--- src/rtl/alu_operand_pipe.sv ---
// alu_operand_pipe: N-way operand select, one registered valid/ready output stage.
// Define OPSEL_SKID_EN to add a skid register and make IN_READY a flop.
module alu_operand_pipe #(
    parameter int WIDTH = 8,
    parameter int NUM_IN = 4,
    localparam int SEL_W = $clog2(NUM_IN)
) (
    input  logic                    CLK,
    input  logic                    RST_N,
    input  logic [NUM_IN*WIDTH-1:0] IN_BUS,
    input  logic [SEL_W-1:0]        MUX_SEL,
    input  logic                    IN_VALID,
    output logic                    IN_READY,
    output logic [WIDTH-1:0]        MUX_OUT,
    output logic                    OUT_VALID,
    input  logic                    OUT_READY,
    output logic                    SEL_ERR
);
    logic [WIDTH-1:0] sel_word;
    logic             sel_bad;
    logic             in_xfer;

    // An unmatched select falls back to operand 0 and is flagged.
    always_comb begin
        sel_word = IN_BUS[WIDTH-1:0];
        sel_bad  = 1'b1;
        for (int k = 0; k < NUM_IN; k++) begin
            if (MUX_SEL == SEL_W'(k)) begin
                sel_word = IN_BUS[k*WIDTH +: WIDTH];
                sel_bad  = 1'b0;
            end
        end
    end

    assign in_xfer = IN_VALID && IN_READY;

`ifdef OPSEL_SKID_EN
    logic             ready_q;
    logic             skid_full;
    logic [WIDTH-1:0] skid_word;
    logic             skid_err;
    logic             out_free;

    assign IN_READY = ready_q;
    assign out_free = !OUT_VALID || OUT_READY;

    always_ff @(posedge CLK) begin
        if (!RST_N) begin
            MUX_OUT   <= '0;
            SEL_ERR   <= 1'b0;
            OUT_VALID <= 1'b0;
            skid_full <= 1'b0;
            skid_word <= '0;
            skid_err  <= 1'b0;
            ready_q   <= 1'b0;
        end else if (skid_full) begin
            if (OUT_READY) begin
                MUX_OUT   <= skid_word;
                SEL_ERR   <= skid_err;
                skid_full <= 1'b0;
                ready_q   <= 1'b1;
            end
        end else if (in_xfer && !out_free) begin
            skid_word <= sel_word;
            skid_err  <= sel_bad;
            skid_full <= 1'b1;
            ready_q   <= 1'b0;
        end else begin
            ready_q <= 1'b1;
            if (in_xfer) begin
                MUX_OUT   <= sel_word;
                SEL_ERR   <= sel_bad;
                OUT_VALID <= 1'b1;
            end else if (OUT_READY) begin
                OUT_VALID <= 1'b0;
            end
        end
    end
`else
    assign IN_READY = !OUT_VALID || OUT_READY;

    always_ff @(posedge CLK) begin
        if (!RST_N) begin
            MUX_OUT   <= '0;
            SEL_ERR   <= 1'b0;
            OUT_VALID <= 1'b0;
        end else if (in_xfer) begin
            MUX_OUT   <= sel_word;
            SEL_ERR   <= sel_bad;
            OUT_VALID <= 1'b1;
        end else if (OUT_VALID && OUT_READY) begin
            OUT_VALID <= 1'b0;
        end
    end
`endif
endmodule

--- config.mk ---
export PLATFORM = sky130hd
export DESIGN_NAME = alu_operand_pipe
export DESIGN_NICKNAME = d
export VERILOG_FILES = /design/src/rtl/alu_operand_pipe.sv
export SDC_FILE = /design/constraint.sdc
export NUM_CORES = 1
export LEC_CHECK = 0
export CORE_MARGIN = 2
export CORE_UTILIZATION = 30
export CTS_CLUSTER_SIZE = 10
export DETAILED_ROUTE_END_ITERATION = 12
export GPL_ROUTABILITY_DRIVEN = 0
export PLACE_DENSITY = 0.76
export REMOVE_ABC_BUFFERS = 1
export SYNTH_ARGS = -nofsm -noshare
export SYNTH_HDL_FRONTEND = slang
export SYNTH_SLANG_ARGS = --single-unit
--- constraint.sdc ---
create_clock -name CLK -period 1.64 [get_ports CLK]
set_clock_uncertainty 0.15 [all_clocks]
set_input_delay 0.41 -clock CLK [delete_from_list [all_inputs] [get_ports CLK]]
set_output_delay 0.41 -clock CLK [all_outputs]
set_load 0.01 [all_outputs]
* Word-level counts from Yosys, hierarchy flattened
Cells that the tools add are included.
Storage, ports and cells: input port bits 38, logic and storage cells 21, output and inout port bits 11, flip-flop bits (word level) 10
Cells by class: equal/unequal tests 3, muxes and demuxes 9, reductions and logical operators 6
Operator list (count):
- 8-bit two-way mux | 3
- 1-bit two-way mux | 6
- 2-bit == test (second input constant) | 2
- 2-bit by 1-bit == test with 1-bit output (second input constant) | 1
- 1-bit logical AND | 2
- 2-bit zero test | 1
- 2-bit nonzero test | 1
- 1-bit zero test | 1
- 1-bit logical OR | 1

* Depth between registers and ports, before layout
Gate-level depths: netlist of run 1.
depth in word-level cells 5, depth in mapped cells 4

* Worst setup path before layout of run 1
Ideal clock, no wire load.
path type input to register, start in MUX_SEL[0], end reg MUX_OUT[0], setup time 0.124 ns, path slack 0.213 ns, cell stages on the path 3, arrival time 1.153 ns, path through buf_6 mux4_2 o2bb2ai_1
On the way: word-level cells in the longest chain between the ends 4, elaborated cells on any way between the ends 6, classes of those cells 3 x eq/ne; 3 x mux
Ends and longest elaborated chain:
- start: declaration | RTL line 11 | input logic [SEL_W-1:0] MUX_SEL,
- 2-bit by 1-bit == test with 1-bit output | RTL line 28 | if (MUX_SEL == SEL_W'(k)) begin
- 8-bit two-way mux (2 in a row) | RTL line 28
- 8-bit two-way mux * | RTL line 28
- end signal: assignment | RTL line 88 | MUX_OUT <= sel_word;
- end: declaration | RTL line 14 | output logic [WIDTH-1:0] MUX_OUT,
Mark *: on every way between the ends. The rest lies on a longest branch, timed or not. A chain may end at the register's enable or synchronous reset.

* Final worst setup path of run 1
start in MUX_SEL[1], end reg MUX_OUT[1]
Same word-level chain as after synthesis.

==> results.toml, run 1 <==
[power]
power.leakage_nw = 0.448
pwr_density_cell_nw_per_um2 = 575
max-vdd-ir-drop_uv = 262

[clock_tree]
cts.sinks = 10
clock_path_buffers = 2
postCtsHoldBufs = 0
cts_tree = "yes"
cts_buffers = 3
cts.clk_slew.worst_paths_ns = 0.06
root_buffer = "clkbuf_4"
clock_latency_ns = 0.25
htreeDepth = 1

[synthesis]
seq_area_frac_synth_pct = 36.8
syn_avg_cell_area_um2 = 11.8
synth.area.mux_share_pct = 33.1
syn_area_um2 = 544
ys_ff_latch = 10
synth.distinct_cells = 12
synth_top_area_share_pct = 36.8
synth_compound_area_share_pct = 14.3
synth-simple-area-share_pct = 10.3
yosys.area.top_type = "dfxtp_1"
syn_inst = 46
synth.area.top_cells = "dfxtp_1 (37%), mux4_2 (33%), o2bb2ai_1 (13%)"
synthAdderAreaFrac_pct = 0
synth_top_family_by_area = "multiplexers"
synth_xor_xnor_area_share_pct = 0
yosysWarnings = 0

[place]
place_ws_ns = -0.464
portBuffers = 48
place_hpwl_um = 1210
placed_cells = 118

[global_routing]
grt_pass1_vias = 615
grt.overflow.total = 0
grt_pass1_wl_um = 2240
grt_max_degree = 11
antenna_found_initial = 0
track_usage_pct = 15.0

[worst_setup_path]
critPathSlowestCell = "clkdlybuf4s50_1"
critPathMaxStageDelay_ns = 0.45
crit_path_cell_trace = "clkdlybuf4s50_1, buf_4, mux4_2, o2bb2ai_1"
cp-end-kind = "flop"
r2r_slack_ns = 0.51
crit_type = "input pin to flop"
cp.required_ns = 1.63
critPathMaxFanout = 8
worstPathArrival_ns = 1.47
startpoint_type = "input pin"

[timing]
post-route-period-util_pct = 89.9
rsz0062_at_grt = "false"
min_period_ns = 1.47
worst_slew_pin_slew_ns = 0.286
maxSlewHeadroom_pct = 80.9
setup_viol = 0
slew_viol_final = 0
max_freq_mhz = 678
fin_ws_ns = 0.165
hold_violations = 0

[finish]
regArea_um2 = 200
layout_commonest_cell = "clkdlybuf4s50_1"
fillers = 147
final_cell_mix = "clkdlybuf4s50_1 (35), dlygate4sd2_1 (12), dfxtp_1 (10)"
drive_gt1_share_pct = 17.7
final_nets = 136
multi_input_area_um2 = 322
area_growth_pct = 102
instances_no_fill = 121
antennaDiodeCount = 0

[routing]
vias_per_cell = 4.62
firstDrtPassIters = 2
vias = 559
wire_per_inst_um = 11.2
drtAntennaViolNets = 0
drtIter0Drc = 5
drc = 0
routed_wl_um = 1360

[worst_hold_path]
min_path_type = "flop to flop"

[die]
die_h_um = 46.6
die-area_um2 = 2170
ios = 49
rows = 15
fp.coreArea_um2 = 1710
start_util_pct = 31.9
die_width_um = 46.6

[job]
maxCapViolCount = 0

[run_status]
status = "finished clean"
metal layers:
| layer | GRT usage (%) | up-vias | wire length [um] | part of all wire [%] |
|---|---|---|---|---|
| li1 | - | 277 | - | - |
| met3 | 6.67 | 2 | 183 | 13 |
| met2 | 23.1 | 39 | 600 | 44 |
| met4 | 10.3 | 0 | 19 | 1.4 |
| met1 | 16.4 | 241 | 553 | 41 |
| met5 | 0 | - | 0 | 0 |
flip-flops by register name (all words and copies together) (netlist names):
register   flops
MUX_OUT        8
OUT_VALID      1
SEL_ERR        1
cells by family (layout without fill, tap and decap cells):
logic type,count (synthesis),count (layout)
compound gates,9,9
buf+inv,6,56
flops,10,10
simple gates,13,13
mux,8,8
metrics by stage:
stage | utilization (%) | hold slack, ns | total power [mW] | cell area [um^2] | TNS [ns]
6_report | 64.5 | 0.272 | 0.633 | 1100 | 0
5_1_grt | 64.5 | 0.314 | 0.674 | 1100 | 0
4_1_cts | 64.5 | 0.277 | 0.644 | 1100 | 0
3_5_place_dp | 63.5 | 0.271 | 0.497 | 1080 | -3.01
3_3_place_gp | 63.5 | 0.266 | 0.494 | 1080 | -2.95
2_1_floorplan | - | 0.304 | 0.340 | 518 | 0
power by group:
part	internal (mW)	total [mW]	switching, mW
sequential	0.260	0.268	0.00846
clock	0.0841	0.155	0.0709
combinational	0.150	0.210	0.0597
total	0.494	0.633	0.139
synthesized netlist by cell type, drive strengths merged:
| library cell | count |
|---|---|
| dfxtp | 10 |
| nand2 | 9 |
| mux4 | 8 |
| o2bb2ai | 8 |
| clkbuf | 4 |
| a21boi | 1 |
| and2 | 1 |
| and3 | 1 |
| buf | 1 |
| inv | 1 |
| nand2b | 1 |
| nor2 | 1 |
cell type report:
type                            instances  share of cell area [%]
Timing Repair Buffer                   52                    47.4
Multi-Input combinational cell         30                    29.2
Sequential cell                        10                    18.2
Tap cell                               25                    2.84
Clock buffer                            3                    2.05
Inverter                                1                   0.341
timing repair:
action	CTS	global route
endpoints found under the hold margin	0	0
setup endpoints to repair	19	0
resized for setup	18	0
setup buffers	0	0
critical path: cells and delay by family:
kind | cells | cell delay, ns
AOI/OAI and AO/OA | 1 | 0.14
buffers and inverters | 2 | 0.61
muxes | 1 | 0.31
worst paths after layout:
path	from	to	cells past startpoint
worst max-delay path	MUX_SEL[1]	MUX_OUT[1]	4
worst min-delay path	SEL_ERR	SEL_ERR	2
worst max register to register	OUT_VALID	MUX_OUT[1]	3
worst min register to register	SEL_ERR	SEL_ERR	2
Note: power is estimated with default switching activity, not from simulation.
==> inputs of run 2 (changes only) <==
--- a/config.mk
+++ b/config.mk
@@ -7,8 +7,10 @@
 export LEC_CHECK = 0
-export CORE_MARGIN = 2
-export CORE_UTILIZATION = 30
+export CORE_AREA = 2 2 39 41
 export CTS_CLUSTER_SIZE = 10
 export DETAILED_ROUTE_END_ITERATION = 12
+export DIE_AREA = 0 0 41 43
+export DONT_BUFFER_PORTS = 1
 export GPL_ROUTABILITY_DRIVEN = 0
-export PLACE_DENSITY = 0.76
+export HOLD_SLACK_MARGIN = 0.1
+export PLACE_DENSITY = 0.53
 export REMOVE_ABC_BUFFERS = 1
==> constraint.sdc (replaced) <==
create_clock -name CLK -period 1.64 [get_ports CLK]
set_clock_uncertainty 0.15 [all_clocks]
set_input_delay 0.328 -clock CLK [delete_from_list [all_inputs] [get_ports CLK]]
set_output_delay 0.328 -clock CLK [all_outputs]
set_load 0.01 [all_outputs]
==> results.toml, run 2 (synthesis gave the netlist of run 1 again) <==
[run_status]
status = "finished clean"

[finish]
drive_gt1_share_pct = 23.9
multi_input_area_um2 = 314
final_cell_mix = "dfxtp_1 (10), nand2_1 (9), mux4_2 (8), o2bb2ai_1 (8), clkbuf_4 (3)"
fin_area_um2 = 581
regMostFlops = "MUX_OUT"
layout_commonest_cell = "dfxtp_1"
largest_reg_flops = 8
top_regs = "MUX_OUT (8), OUT_VALID (1), SEL_ERR (1)"
regArea_um2 = 200
antennaDiodeCount = 0
fillers = 145
area_growth_pct = 6.67
final_nets = 86

[place]
place_area_um2 = 538
portBuffers = 0
place_ws_ns = 0.361
place_hpwl_um = 914

[power]
p_comb_share_pct = 14.1
pwr_density_cell_nw_per_um2 = 870
power_switching_mw = 0.114
p_total_mw = 0.505
internal_power_mw = 0.392
power.leakage_nw = 0.195
pwr-share-seq_pct = 55.1
switching_share_pct = 22.5
p_clk_share_pct = 30.8
max-vdd-ir-drop_uv = 308

[clock_tree]
postCtsHoldBufs = 2
cts.sinks = 10
post_cts_resized = 0
clock_path_buffers = 2
cts.clk_slew.worst_paths_ns = 0.06
cts_buffers = 3
cts_tree = "yes"
root_buffer = "clkbuf_4"
post-cts-setup-buffers = 0
clock_latency_ns = 0.25
htreeDepth = 1

[timing]
fin_ws_ns = 0.362
hold_violations = 0
post-route-period-util_pct = 77.9
setup_viol = 0
max_freq_mhz = 783
fin_setup_tns_ns = 0
maxSlewHeadroom_pct = 77.9
worst_slew_pin_slew_ns = 0.331
rsz0062_at_grt = "false"
min_period_ns = 1.28
slew_viol_final = 0

[worst_setup_path]
worstPathArrival_ns = 1.26
critPathMaxFanout = 8
r2r-start = "OUT_VALID"
reg2reg_depth = 3
r2r_slack_ns = 0.36
startpoint_type = "flop"
cp.required_ns = 1.63
crit_type = "flop to flop"
r2r_end = "MUX_OUT[6]"
cp-end-kind = "flop"

[routing]
wire_per_inst_um = 17.4
vias_per_cell = 6.24
drc = 0
routed_wl_um = 1080
drtAntennaViolNets = 0
drtIter0Drc = 3
firstDrtPassIters = 4
vias = 387

[worst_hold_path]
hold_path_startpoint = "MUX_SEL[1]"
min_path_cells = 2
min_path_type = "input pin to flop"
hold-path-endpoint = "MUX_OUT[1]"

[global_routing]
grt_pass1_wl_um = 1730
antenna_found_initial = 0
grt_max_degree = 11
grt_pass1_vias = 441
track_usage_pct = 14.8
grt.overflow.total = 0

[die]
die-area_um2 = 1760
fp.coreArea_um2 = 1380
ios = 49
die_h_um = 43
start_util_pct = 39.3
die_width_um = 41
rows = 14

[job]
maxCapViolCount = 0
==> run 2: per-layer routing <==
| layer | wire length, um | track usage, % | up-vias |
|---|---|---|---|
| met1 | 388 | 19.6 | 169 |
| met5 | 0 | 0 | - |
| met3 | 177 | 4.71 | 2 |
| met4 | 14 | 10.0 | 0 |
| li1 | - | - | 176 |
| met2 | 496 | 19.7 | 40 |
==> run 2: stage by stage <==
stage / utilization [%] / hold slack (ns) / instances
2_1_floorplan: - / 0.300 / 41
3_3_place_gp: 38.9 / 0.306 / 57
3_5_place_dp: 38.9 / 0.307 / 57
4_1_cts: 42.0 / 0.202 / 62
5_1_grt: 42.0 / 0.201 / 62
6_report: 42.0 / 0.204 / 62
==> run 2: worst max path at each step <==
stage | startpoint | end | slack [ns] | cells after the start
after floorplan | OUT_READY | MUX_OUT[1] | 0.45 | 3
after global placement | OUT_READY | MUX_OUT[6] | 0.38 | 3
after detailed placement | OUT_READY | MUX_OUT[6] | 0.36 | 3
after CTS | OUT_VALID | IN_READY | 0.37 | 1
after global routing | OUT_VALID | MUX_OUT[3] | 0.26 | 3
final | OUT_VALID | MUX_OUT[6] | 0.36 | 3
==> run 2: power groups by stage <==
stage                     Combinational, mW  Clock (mW)  Sequential [mW]
after floorplan                      0.0588           0            0.281
after global placement               0.0635           0            0.284
after detailed placement             0.0651           0            0.285
after CTS                            0.0719       0.160            0.279
after global routing                 0.0794       0.175            0.280
final                                0.0714       0.156            0.278
==> run 2: layout make-up <==
cell class,count,share of cell area (%)
multi-input cells,30,54.1
well taps,16,3.45
clock buffers,3,3.88
repair buffers,2,3.45
flip-flops and latches,10,34.5
inverters,1,0.647
==> run 2: critical path, cell delays in order (launching register included) <==
cell and delay (ns):
dfxtp_1 0.38, nand2b_1 0.16, and3_1 0.31, o2bb2ai_1 0.16
==> RTL edit (settings of run 2) <==
`WIDTH`: 8 -> 9.
--- a/src/rtl/alu_operand_pipe.sv
+++ b/src/rtl/alu_operand_pipe.sv
@@ -3,3 +3,3 @@
 module alu_operand_pipe #(
-    parameter int WIDTH = 8,
+    parameter int WIDTH = 9,
     parameter int NUM_IN = 4,
Ports: changed (resized IN_BUS and MUX_OUT); port bits go from 49 to 54. The function was not compared with the original's and may differ.
==> RTL edit against run 2 <==
Total power increased by 11%. Global-route usage increased by 2.2 points. Worst hold slack about the same. Area after synthesis increased by 3.2%. Final area increased by 5.0%. Routed wire length increased by 17%. Sequential cell count increased by 1. First-iteration DRC count increased by 33%. Setup slack got worse by 250 ps. Die area unchanged. Largest cell class unchanged. Synthesized cell count decreased by 17%. Count of clock-buffer cells in the layout increased by 1. Final cell count decreased by 8.1%.
==> RTL edit: results (changes against run 2) <==
[clock_tree]
htreeDepth = 1  ; unchanged
clock_path_buffers = 2  ; unchanged
clk_pin_slew_ps = 70
insertion_delay_ps = 260
cts_root_buffer = clkbuf_4  ; unchanged
post_cts_resized = 0  ; unchanged
cts_buffers = 3  ; unchanged

[route]
top_layer = met4  ; unchanged
drt-met1-wl_um = 408  ; was 388 um
vias = 375  ; was 387
dr.pass1.iters = 4  ; unchanged
wl_met3_um = 167  ; was 177 um
wl_met2_um = 660  ; was 496 um
drt_iter0_markers = 4  ; was 3
routed_wl_um = 1260  ; was 1080 um

[placement]
placed_cells = 51  ; was 57
io_buffers = 0  ; unchanged
dp_hpwl_um = 1040  ; was 914 um

[synthesis]
synthTopCellsByCount = 11 x dfxtp_1, 9 x a22o_1, 9 x mux4_2  ; was 10 x dfxtp_1, 9 x nand2_1, 8 x mux4_2, 8 x o2bb2ai_1, 4 x clkbuf_1
synth_area_leaders = dfxtp_1 39%, mux4_2 36%, a22o_1 14%, a21boi_2 2.0%, buf_6 2.0%  ; was dfxtp_1 37%, mux4_2 33%, o2bb2ai_1 13%, nand2_1 6.2%, clkbuf_1 2.8%
ys_seq_area_share_pct = 39.2  ; was 36.8%
async_reset_ff_share_pct = 0  ; unchanged
synth_ff_type = dfxtp_1  ; unchanged
yosysWarnings = 0  ; unchanged
ys_types = 12  ; unchanged
syn_avg_cell_area_um2 = 14.8  ; was 11.8 um^2

[setup_path]
cp_max_fo = 3  ; was 8
arrival_ps = 1530  ; was 1260 ps

[final_layout]
diodes = 0  ; unchanged
final_layout_size_suffix_gt1_share_pct = 31.7  ; was 23.9%
fin_cells = 57  ; was 62
num-fill-cells = 137  ; was 145
fin_nets = 84  ; was 86
reg_top3 = MUX_OUT: 9 flops, OUT_VALID: 1 flops, SEL_ERR: 1 flops  ; was MUX_OUT: 8 flops, OUT_VALID: 1 flops, SEL_ERR: 1 flops

[sta]
worstMarginPinSlew_ps = 448  ; was 331 ps

[status]
status = finished, final reports clean  ; unchanged

[worst_hold_path]
hold_path.class = primary input to register  ; unchanged

[global_routing]
antenna_found_initial = 0  ; unchanged
grt_pass1_vias = 412  ; was 441
grt_max_degree = 11  ; unchanged
grt_pass1_wl_um = 1900  ; was 1730 um
grt_use_total_pct = 16.9  ; was 14.8%

[pwr]
p_leak_uw = 0.000227  ; was 0.000195 uW
peakVddDrop_mv = 0.284  ; was 0.308 mV

-- RTL edit: power by group --
group	switching (uW)	internal [uW]
Sequential	22.0	286
Clock	85.1	94.0
Combinational	21.9	54.0
-- RTL edit: worst max-delay path: stages --
cell and delay, ps:
dlygate4sd3_1 530, inv_1 50, a21boi_0 60, dlygate4sd3_1 550
-- RTL edit: worst paths after layout --
kind,startpoint,slack (ps),depth (start not counted),to
worst max register to register,OUT_VALID,130,3,OUT_VALID
worst min register to register,SEL_ERR,370,1,SEL_ERR
worst min-delay path,MUX_SEL[1],200,2,MUX_OUT[1]
worst max-delay path,IN_VALID,120,4,OUT_VALID
-- RTL edit: routing by layer --
| metal | global-route usage, % | vias to the layer above |
|---|---|---|
| li1 | - | 167 |
| met1 | 18.9 | 170 |
| met2 | 26.3 | 36 |
| met3 | 5.76 | 2 |
| met4 | 10.0 | 0 |
| met5 | 0 | - |
-- RTL edit: metrics by stage --
stage          worst slack, ps  area [um^2]
2_1_floorplan              365          543
3_3_place_gp               284          563
3_5_place_dp               232          563
4_1_cts                    114          609
5_1_grt                   15.9          609
6_report                   116          609
-- RTL edit: cells by family after synthesis --
logic type / share of synthesized area (%)
buffers and inverters: 4.01
muxes: 36.1
and+or+nand+nor: 3.34
DFF: 39.2
AOI/OAI and AO/OA: 17.4
-- RTL edit: final cells by class --
class                   instances  share of cell area, %
multi-input cells              23                   52.4
flip-flops and latches         11                   36.1
clock buffers                   4                   4.31
repair buffers                  2                   3.29
well taps                      16                   3.29
inverters                       1                  0.616
-- RTL edit: repair_timing --
| item | 4_1_cts | 5_1_grt |
|---|---|---|
| buffers inserted | 0 | 0 |
| hold endpoints to repair | 1 | 0 |
| hold buffers | 2 | 0 |
| endpoints found under the setup margin | 0 | 0 |
